<file path="src/rtl/wr_arb_if.sv">
// DDR write-channel handshake between the write arbiter (master) and the DDR controller (slave).
interface wr_arb_if;
    logic ddr_wreq;
    logic ddr_wrdy;
    logic ddr_wdone;
    logic ddr_wdata_req;

    modport master (
        output ddr_wreq,
        input  ddr_wrdy,
        input  ddr_wdone,
        input  ddr_wdata_req
    );

    modport slave (
        input  ddr_wreq,
        output ddr_wrdy,
        output ddr_wdone,
        output ddr_wdata_req
    );
endinterface

</file>
<file path="src/rtl/wr_arb.sv">
// Round-robin arbiter sharing the DDR write channel between two wr_cell writers,
// with burst-level handshake steering and a watchdog that frees a stuck channel.
module wr_arb #(
    parameter int unsigned           TO_WIDTH = 16,
    parameter logic [TO_WIDTH-1:0]   TIMEOUT  = TO_WIDTH'(4095)
) (
    input  logic          ddr_clk,
    input  logic          ddr_rst,
    wr_arb_if.master      ddr,
    input  logic          ddr_wreq1,
    input  logic          ddr_wreq2,
    output logic          ddr_wdata_req1,
    output logic          ddr_wdata_req2,
    output logic          ddr_wdone1,
    output logic          ddr_wdone2,
    output logic          wr_opera_en_2,
    output logic          arb_busy,
    output logic          arb_err
);

    typedef enum logic [1:0] {
        IDLE = 2'd0,
        REQ  = 2'd1,
        DATA = 2'd2,
        GAP  = 2'd3
    } state_t;

    localparam logic [TO_WIDTH-1:0] WD_LAST = TIMEOUT - TO_WIDTH'(1);

    state_t              state;
    logic                sel;
    logic                last;
    logic [TO_WIDTH-1:0] wd_cnt;

    logic wd_expire;
    logic done_ok;
    logic strobe_ok;

    // A completing wdone takes precedence over the watchdog in the same cycle.
    assign wd_expire = (state == DATA) && (wd_cnt == WD_LAST) && !ddr.ddr_wdone;
    // Done is honoured in DATA, or in REQ when it arrives together with wrdy.
    assign done_ok   = ddr.ddr_wdone &&
                       ((state == DATA) || ((state == REQ) && ddr.ddr_wrdy));
    assign strobe_ok = ddr.ddr_wdata_req && ((state == REQ) || (state == DATA));

    assign ddr.ddr_wreq   = (state == REQ);
    assign arb_busy       = (state != IDLE);
    assign arb_err        = wd_expire;
    assign wr_opera_en_2  = sel;
    assign ddr_wdata_req1 = strobe_ok && !sel;
    assign ddr_wdata_req2 = strobe_ok &&  sel;
    assign ddr_wdone1     = done_ok   && !sel;
    assign ddr_wdone2     = done_ok   &&  sel;

    // Scheduler state, grant select, fairness memory and watchdog counter.
    always_ff @(posedge ddr_clk) begin
        if (ddr_rst) begin
            state  <= IDLE;
            sel    <= 1'b0;
            last   <= 1'b1;
            wd_cnt <= '0;
        end else begin
            case (state)
                IDLE: begin
                    if (ddr_wreq1 || ddr_wreq2) begin
                        sel   <= (ddr_wreq1 && ddr_wreq2) ? !last : ddr_wreq2;
                        state <= REQ;
                    end
                end
                REQ: begin
                    if (ddr.ddr_wrdy) begin
                        if (ddr.ddr_wdone) begin
                            last  <= sel;
                            state <= GAP;
                        end else begin
                            state <= DATA;
                        end
                    end
                end
                DATA: begin
                    wd_cnt <= wd_cnt + TO_WIDTH'(1);
                    if (ddr.ddr_wdone || wd_expire) begin
                        last  <= sel;
                        state <= GAP;
                    end
                end
                GAP: begin
                    wd_cnt <= '0;
                    state  <= IDLE;
                end
                default: state <= IDLE;
            endcase
        end
    end

endmodule

</file>
<file path="src/flat_wrapper.sv">
// flat-port wrapper written by rule: the top's interface ports become plain ports
module wr_arb_flat 
#(
    parameter int unsigned           TO_WIDTH = 16,
    parameter logic [TO_WIDTH-1:0]   TIMEOUT  = TO_WIDTH'(4095)
)
  (ddr_clk, ddr_rst, ddr_wreq1, ddr_wreq2, ddr_wdata_req1, ddr_wdata_req2, ddr_wdone1, ddr_wdone2, wr_opera_en_2, arb_busy, arb_err, ddr_ddr_wreq, ddr_ddr_wrdy, ddr_ddr_wdone, ddr_ddr_wdata_req);
  wr_arb_if ddr_i ();
  input  logic ddr_clk;
  input  logic ddr_rst;
  input  logic ddr_wreq1;
  input  logic ddr_wreq2;
  output logic ddr_wdata_req1;
  output logic ddr_wdata_req2;
  output logic ddr_wdone1;
  output logic ddr_wdone2;
  output logic wr_opera_en_2;
  output logic arb_busy;
  output logic arb_err;
  output wire logic [$bits(ddr_i.ddr_wreq)-1:0] ddr_ddr_wreq;
  input wire logic [$bits(ddr_i.ddr_wrdy)-1:0] ddr_ddr_wrdy;
  input wire logic [$bits(ddr_i.ddr_wdone)-1:0] ddr_ddr_wdone;
  input wire logic [$bits(ddr_i.ddr_wdata_req)-1:0] ddr_ddr_wdata_req;
  assign ddr_ddr_wreq = ddr_i.ddr_wreq;
  assign ddr_i.ddr_wrdy = ddr_ddr_wrdy;
  assign ddr_i.ddr_wdone = ddr_ddr_wdone;
  assign ddr_i.ddr_wdata_req = ddr_ddr_wdata_req;
  wr_arb #(.TO_WIDTH(TO_WIDTH), .TIMEOUT(TIMEOUT)) u_core (.ddr_clk(ddr_clk), .ddr_rst(ddr_rst), .ddr(ddr_i), .ddr_wreq1(ddr_wreq1), .ddr_wreq2(ddr_wreq2), .ddr_wdata_req1(ddr_wdata_req1), .ddr_wdata_req2(ddr_wdata_req2), .ddr_wdone1(ddr_wdone1), .ddr_wdone2(ddr_wdone2), .wr_opera_en_2(wr_opera_en_2), .arb_busy(arb_busy), .arb_err(arb_err));
endmodule
</file>
<file path="config.mk">
export PLATFORM = sky130hd
export DESIGN_NAME = wr_arb_flat
export DESIGN_NICKNAME = d
export VERILOG_FILES = /design/src/rtl/wr_arb_if.sv /design/src/rtl/wr_arb.sv /design/src/flat_wrapper.sv
export SDC_FILE = /design/constraint.sdc
export NUM_CORES = 1
export LEC_CHECK = 0
export BUFFER_PORTS_ARGS = -buffer_cell sky130_fd_sc_hd__buf_2
export CORE_MARGIN = 5
export CORE_UTILIZATION = 58
export CTS_BUF_LIST = sky130_fd_sc_hd__clkbuf_4
export CTS_CLUSTER_DIAMETER = 120
export CTS_CLUSTER_SIZE = 30
export DETAILED_ROUTE_END_ITERATION = 12
export GPL_TIMING_DRIVEN = 0
export PLACE_DENSITY = 0.8
export SYNTH_ARGS = -nofsm -noshare
export SYNTH_HDL_FRONTEND = slang
export SYNTH_SLANG_ARGS = --single-unit
</file>
<file path="constraint.sdc">
create_clock -name ddr_clk -period 2.2 [get_ports ddr_clk]
set_input_delay 0.33 -clock ddr_clk [delete_from_list [all_inputs] [get_ports ddr_clk]]
set_output_delay 0.33 -clock ddr_clk [all_outputs]
set_load 0.05 [all_outputs]
</file>
* Word level (Yosys, flattened, before mapping)
Cells that the tools add are included.
Cells by class: $add $sub $neg 1, $mul 0, div/mod/pow operators 0, order comparisons 0, equal/unequal tests 8, shifts and indexed selects 0, muxes and demuxes 11, bitwise logic cells 0, reductions and logical operators 24
Operators with widths (number):
- $pmux 16 s2 | 1
- $add 16x1->16 const B | 1
- $eq 16x12->1 const B | 1
- $logic_and 1x1->1 | 10
- $pmux 2 s4 | 1
- $mux 2 | 3
- $ne 2x1->1 const B | 3
- $reduce_bool 2->1 | 3
- $mux 1 | 5
- $eq 2x2->1 const B | 2
- $logic_or 1x1->1 | 4
- $reduce_and 4->1 | 1
- $logic_not 1->1 | 3
- $reduce_and 3->1 | 1
- $eq 2x1->1 const B | 1
- $logic_not 2->1 | 1
- $ne 2x2->1 const B | 1
- $pmux 1 s2 | 1
- $reduce_and 2->1 | 1
Word-level totals: register bits 20, latch bits 0, memory bits (writable) 0, memory bits (read-only) 0, bits of input ports 7, logic and storage cells 48, memories 0

* Logic depth before layout (Yosys ltp)
word-level depth 6, mapped depth 8, gate-level depth less buffers 7

* Least setup slack after synthesis
Ideal clock, no wire load.
path type flip-flop to output port, from reg u_core.state[1], to out ddr_wdone1, data arrival time 2259 ps, data required time 1870 ps, path slack -389 ps, stages on the path, launching flop included 5, buffers on the path 0, cells stage by stage dfxtp_1 inv_1 ha_1 a21oi_1 nor3b_1
Between the ends: word-level cells in the longest chain between the ends 5
Ends and longest elaborated chain:
- start, declared | line wr_arb.sv:30 | state_t state;
- start signal, assigned | line wr_arb.sv:58 | state <= IDLE;
- start signal, assigned | line wr_arb.sv:67 | state <= REQ;
- start signal, assigned | line wr_arb.sv:74 | state <= GAP;
- $eq 2x1->1
- via ddr_ddr_wreq | line flat_wrapper.sv:20 | output wire logic [$bits(ddr_i.ddr_wreq)-1:0] ddr_ddr_wreq;
- $logic_and 1x1->1 | line wr_arb.sv:43 | ((state == DATA) || ((state == REQ) && ddr.ddr_wrdy));
- $logic_or 1x1->1 | line wr_arb.sv:43
- $logic_and 1x1->1 | line wr_arb.sv:42 | assign done_ok = ddr.ddr_wdone &&
- $logic_and 1x1->1 | line wr_arb.sv:52 | assign ddr_wdone1 = done_ok && !sel;
- end, declared | line flat_wrapper.sv:15 | output logic ddr_wdone1;
The timed path passes the listed nets, and every way through them passes these cells.

* Worst setup path in the final report
from reg u_core.state[0], to out arb_err
Between the ends: word-level cells in the longest chain between the ends 3
Ends and longest elaborated chain:
- $eq 2x2->1 | line wr_arb.sv:40 | assign wd_expire = (state == DATA) && (wd_cnt == WD_LAST) && !ddr.ddr_wdone;
- $logic_and 1x1->1 (2 in a row) | line wr_arb.sv:40
- end, declared | line flat_wrapper.sv:19 | output logic arb_err;
No other way between the ends.

==> results.toml <==
[run_status]
outcome = "complete, no violations"

[floorplanning]
io-pin-count = 15
rows = 15
initial_core_util_pct = 62.7
core_um2 = 1760
die_x_um = 53.7
die_h_um = 53.7
die-area_um2 = 2880

[synthesis]
synth_adder_area_share_pct = 6.79
ys_types = 40
synthArstFlopShare_pct = 0
synth_mux_area_share_pct = 0.905
synth-edff-count = 0
ys_warn_count = 0
syn_area_per_cell_um2 = 8.78
ys_ff_latch = 20
synth-compound-area-share_pct = 13.0
syn-num-nets = 139
synth_ff_type = "dfxtp_1"
synth_area_um2 = 1110
yosysSeqAreaShare_pct = 36.2
syn_inst = 126
synth_xor_area_share_pct = 8.71
synth_top_family_by_area = "simple AND/OR/NAND/NOR gates"
synth-simple-area-share_pct = 30.3

[critical_path]
worstPathRequired_ns = 1.87
critPathMaxStageDelay_ns = 0.37
crit_fanout = 6
end_kind = "output pin"
crit_type = "flop to output pin"
start_kind = "flop"
cpMostUsedCell = "buf_6"
cp_top_family = "simple AND/OR/NAND/NOR gates"
cp_num_buf_inv = 3
cpMaxStageDelayCell = "dfxtp_4"
worst_ep_arrival_time_ns = 1.78
crit_path_cell_trace = "inv_4, ha_4, buf_6, nand2_4, nor4_4, nand3_1, nor2_1, buf_6"

[place]
port-buffer-count = 14
post-dp-hpwl_mm = 1.57
dp_cells = 165
dp_slack_ns = 0.179
gp_congestion = 0.766
placed_cell_area_um2 = 1210

[routing]
firstDrtPassIters = 4
postRouteAntennaNets = 0
drc_errors = 0
totalWireLength_mm = 2.18
drtIter0Drc = 22
post_drt_wl_per_cell_um = 12.6
vias_per_cell = 5.39
vias = 933

[cts]
cts-root-buf = "clkbuf_4"
cts_htree_levels = 1
clkLatencyLatePin_ns = 0.30
clock_path_buffers = 2
cts_made_buffers = 3
cts_tree = "built"
clock_sinks = 20
clk_pin_slew_ns = 0.11
hold_buffers = 0

[final_layout]
layout.nets = 162
final_cells = 173
area_growth_pct = 17.8
diodes = 0
fin_area_um2 = 1300
fill_cells = 145
multi_input_area_um2 = 686
regArea_um2 = 405
drive_gt1_share_pct = 26.4

[sta]
rsz0062_at_grt = "false"
setup_slack_ns = 0.0916
fin_skew_ns = 0.0108
slew_headroom_pct = 64.3
fmax_ghz = 0.474
period_needed_ns = 2.11
tightest_slew_ns = 0.535
finalHoldViolCount = 0
setup_violations = 0
fin_crit_sh_pct = 95.8
setup-tns-final_ns = 0
slew_violations = 0

[global_routing]
grt_pass1_vias = 878
grt.overflow.total = 0
grt_max_degree = 12
grt_pass1_wl_mm = 3.76
grt_usage_pct = 17.6
antenna_found_initial = 0

[run]
cap_violations = 0

[power_and_ir_drop]
p_clk_share_pct = 13.7
ir_drop_mv = 0.947
finalPower_mw = 1.26
power_leakage_nw = 0.512
power_frac_seq_pct = 37.2
power_density_nw_per_um2 = 969
p_comb_share_pct = 49.0
power.net_switching_uw = 554
switching_share_pct = 43.9
p_int_uw = 709

[hold_path]
hp-class = "primary input to flop"
[worst paths after layout]
check / startpoint / to / slack, ns / depth (start not counted)
hold reg to reg: u_core.wd_cnt[7]$_SDFFE_PP0P_ / u_core.wd_cnt[7]$_SDFFE_PP0P_ / 0.54 / 2
setup / recovery: u_core.state[0]$_SDFFE_PP0P_ / arb_err / 0.09 / 8
setup reg to reg: u_core.state[0]$_SDFFE_PP0P_ / u_core.state[0]$_SDFFE_PP0P_ / 0.25 / 8
hold / removal: ddr_rst / u_core.wr_opera_en_2$_SDFFE_PP0P_ / 0.28 / 2
[power by group through the flow]
stage / logic [mW] / registers (mW) / clock network (mW)
floorplan: 0.432 / 0.465 / 0
global placement: 0.534 / 0.458 / 0
detailed placement: 0.550 / 0.463 / 0
CTS: 0.553 / 0.453 / 0.179
global route: 0.674 / 0.478 / 0.192
finish: 0.619 / 0.470 / 0.173
[cell usage in the layout, fill, tap and decap left out, drive strengths merged, types with 2 or more instances in the layout]
master and n:
nor2 19, nand2 11, nor3b 2, dfxtp 20, buf 19, a21oi 5
and3 2, nand3 3, clkbuf 5, o21ai 6, or2 2, nor3 6
nand2b 3, a31oi 2, or3 4, xnor2 5, inv 7, xor2 6
ha 6, nand4 2
[registers in the layout (all words and copies together), names as in the netlist]
name,flops
u_core.last,1
u_core.state,2
u_core.wd_cnt,16
u_core.wr_opera_en_2,1
[per-stage QoR]
step | hold WS (ns) | utilization [%]
4_1_cts | 0.272 | 70.4
3_5_place_dp | 0.514 | 68.7
5_1_grt | 0.293 | 73.8
2_1_floorplan | 0.402 | -
3_3_place_gp | 0.502 | 68.7
6_report | 0.285 | 73.8
[layer usage]
metal  vias up  part of all wire (%)  global-route usage [%]
li1        482                     -                       -
met1       431                    50                    23.0
met2        16                    45                    28.6
met3         4                   3.7                    4.99
met4         0                  0.83                    3.83
met5         -                     0                       0
[cells by family after synthesis]
group,count (synthesis)
multiplexers,1
XOR/XNOR,11
AND/OR/NAND/NOR,58
adder cells (fa/ha/maj),6
AO/OA/AOI/OAI,20
flip-flops,20
buffers and inverters,10
[cell usage after synthesis (all sizes together), types with 3 or more instances]
library cell / n / area, um^2
inv: 7 / 26.3
ha: 6 / 75.1
nand2: 11 / 43.8
nand2b: 3 / 18.8
xnor2: 5 / 43.8
nor3: 6 / 30.0
a21oi: 5 / 25.0
xor2: 6 / 52.6
nor2: 19 / 78.8
o21ai: 6 / 30.0
dfxtp: 20 / 400
or3: 4 / 26.3
nand3: 3 / 20.0
[cell type report]
class / count / area share, %
Multi-Input combinational cell: 96 / 52.6
Sequential cell: 20 / 31.1
Timing Repair Buffer: 18 / 8.17
Tap cell: 25 / 2.40
Inverter: 7 / 2.21
Clock buffer: 3 / 1.73
Buffer: 3 / 1.44
Clock inverter: 1 / 0.288
[what timing repair did]
action	4_1_cts	5_1_grt
setup endpoints to repair	1	2
gates resized for setup	1	10
buffers inserted	0	4
pin swaps	0	3
Power figures use the tool's default switching activity.
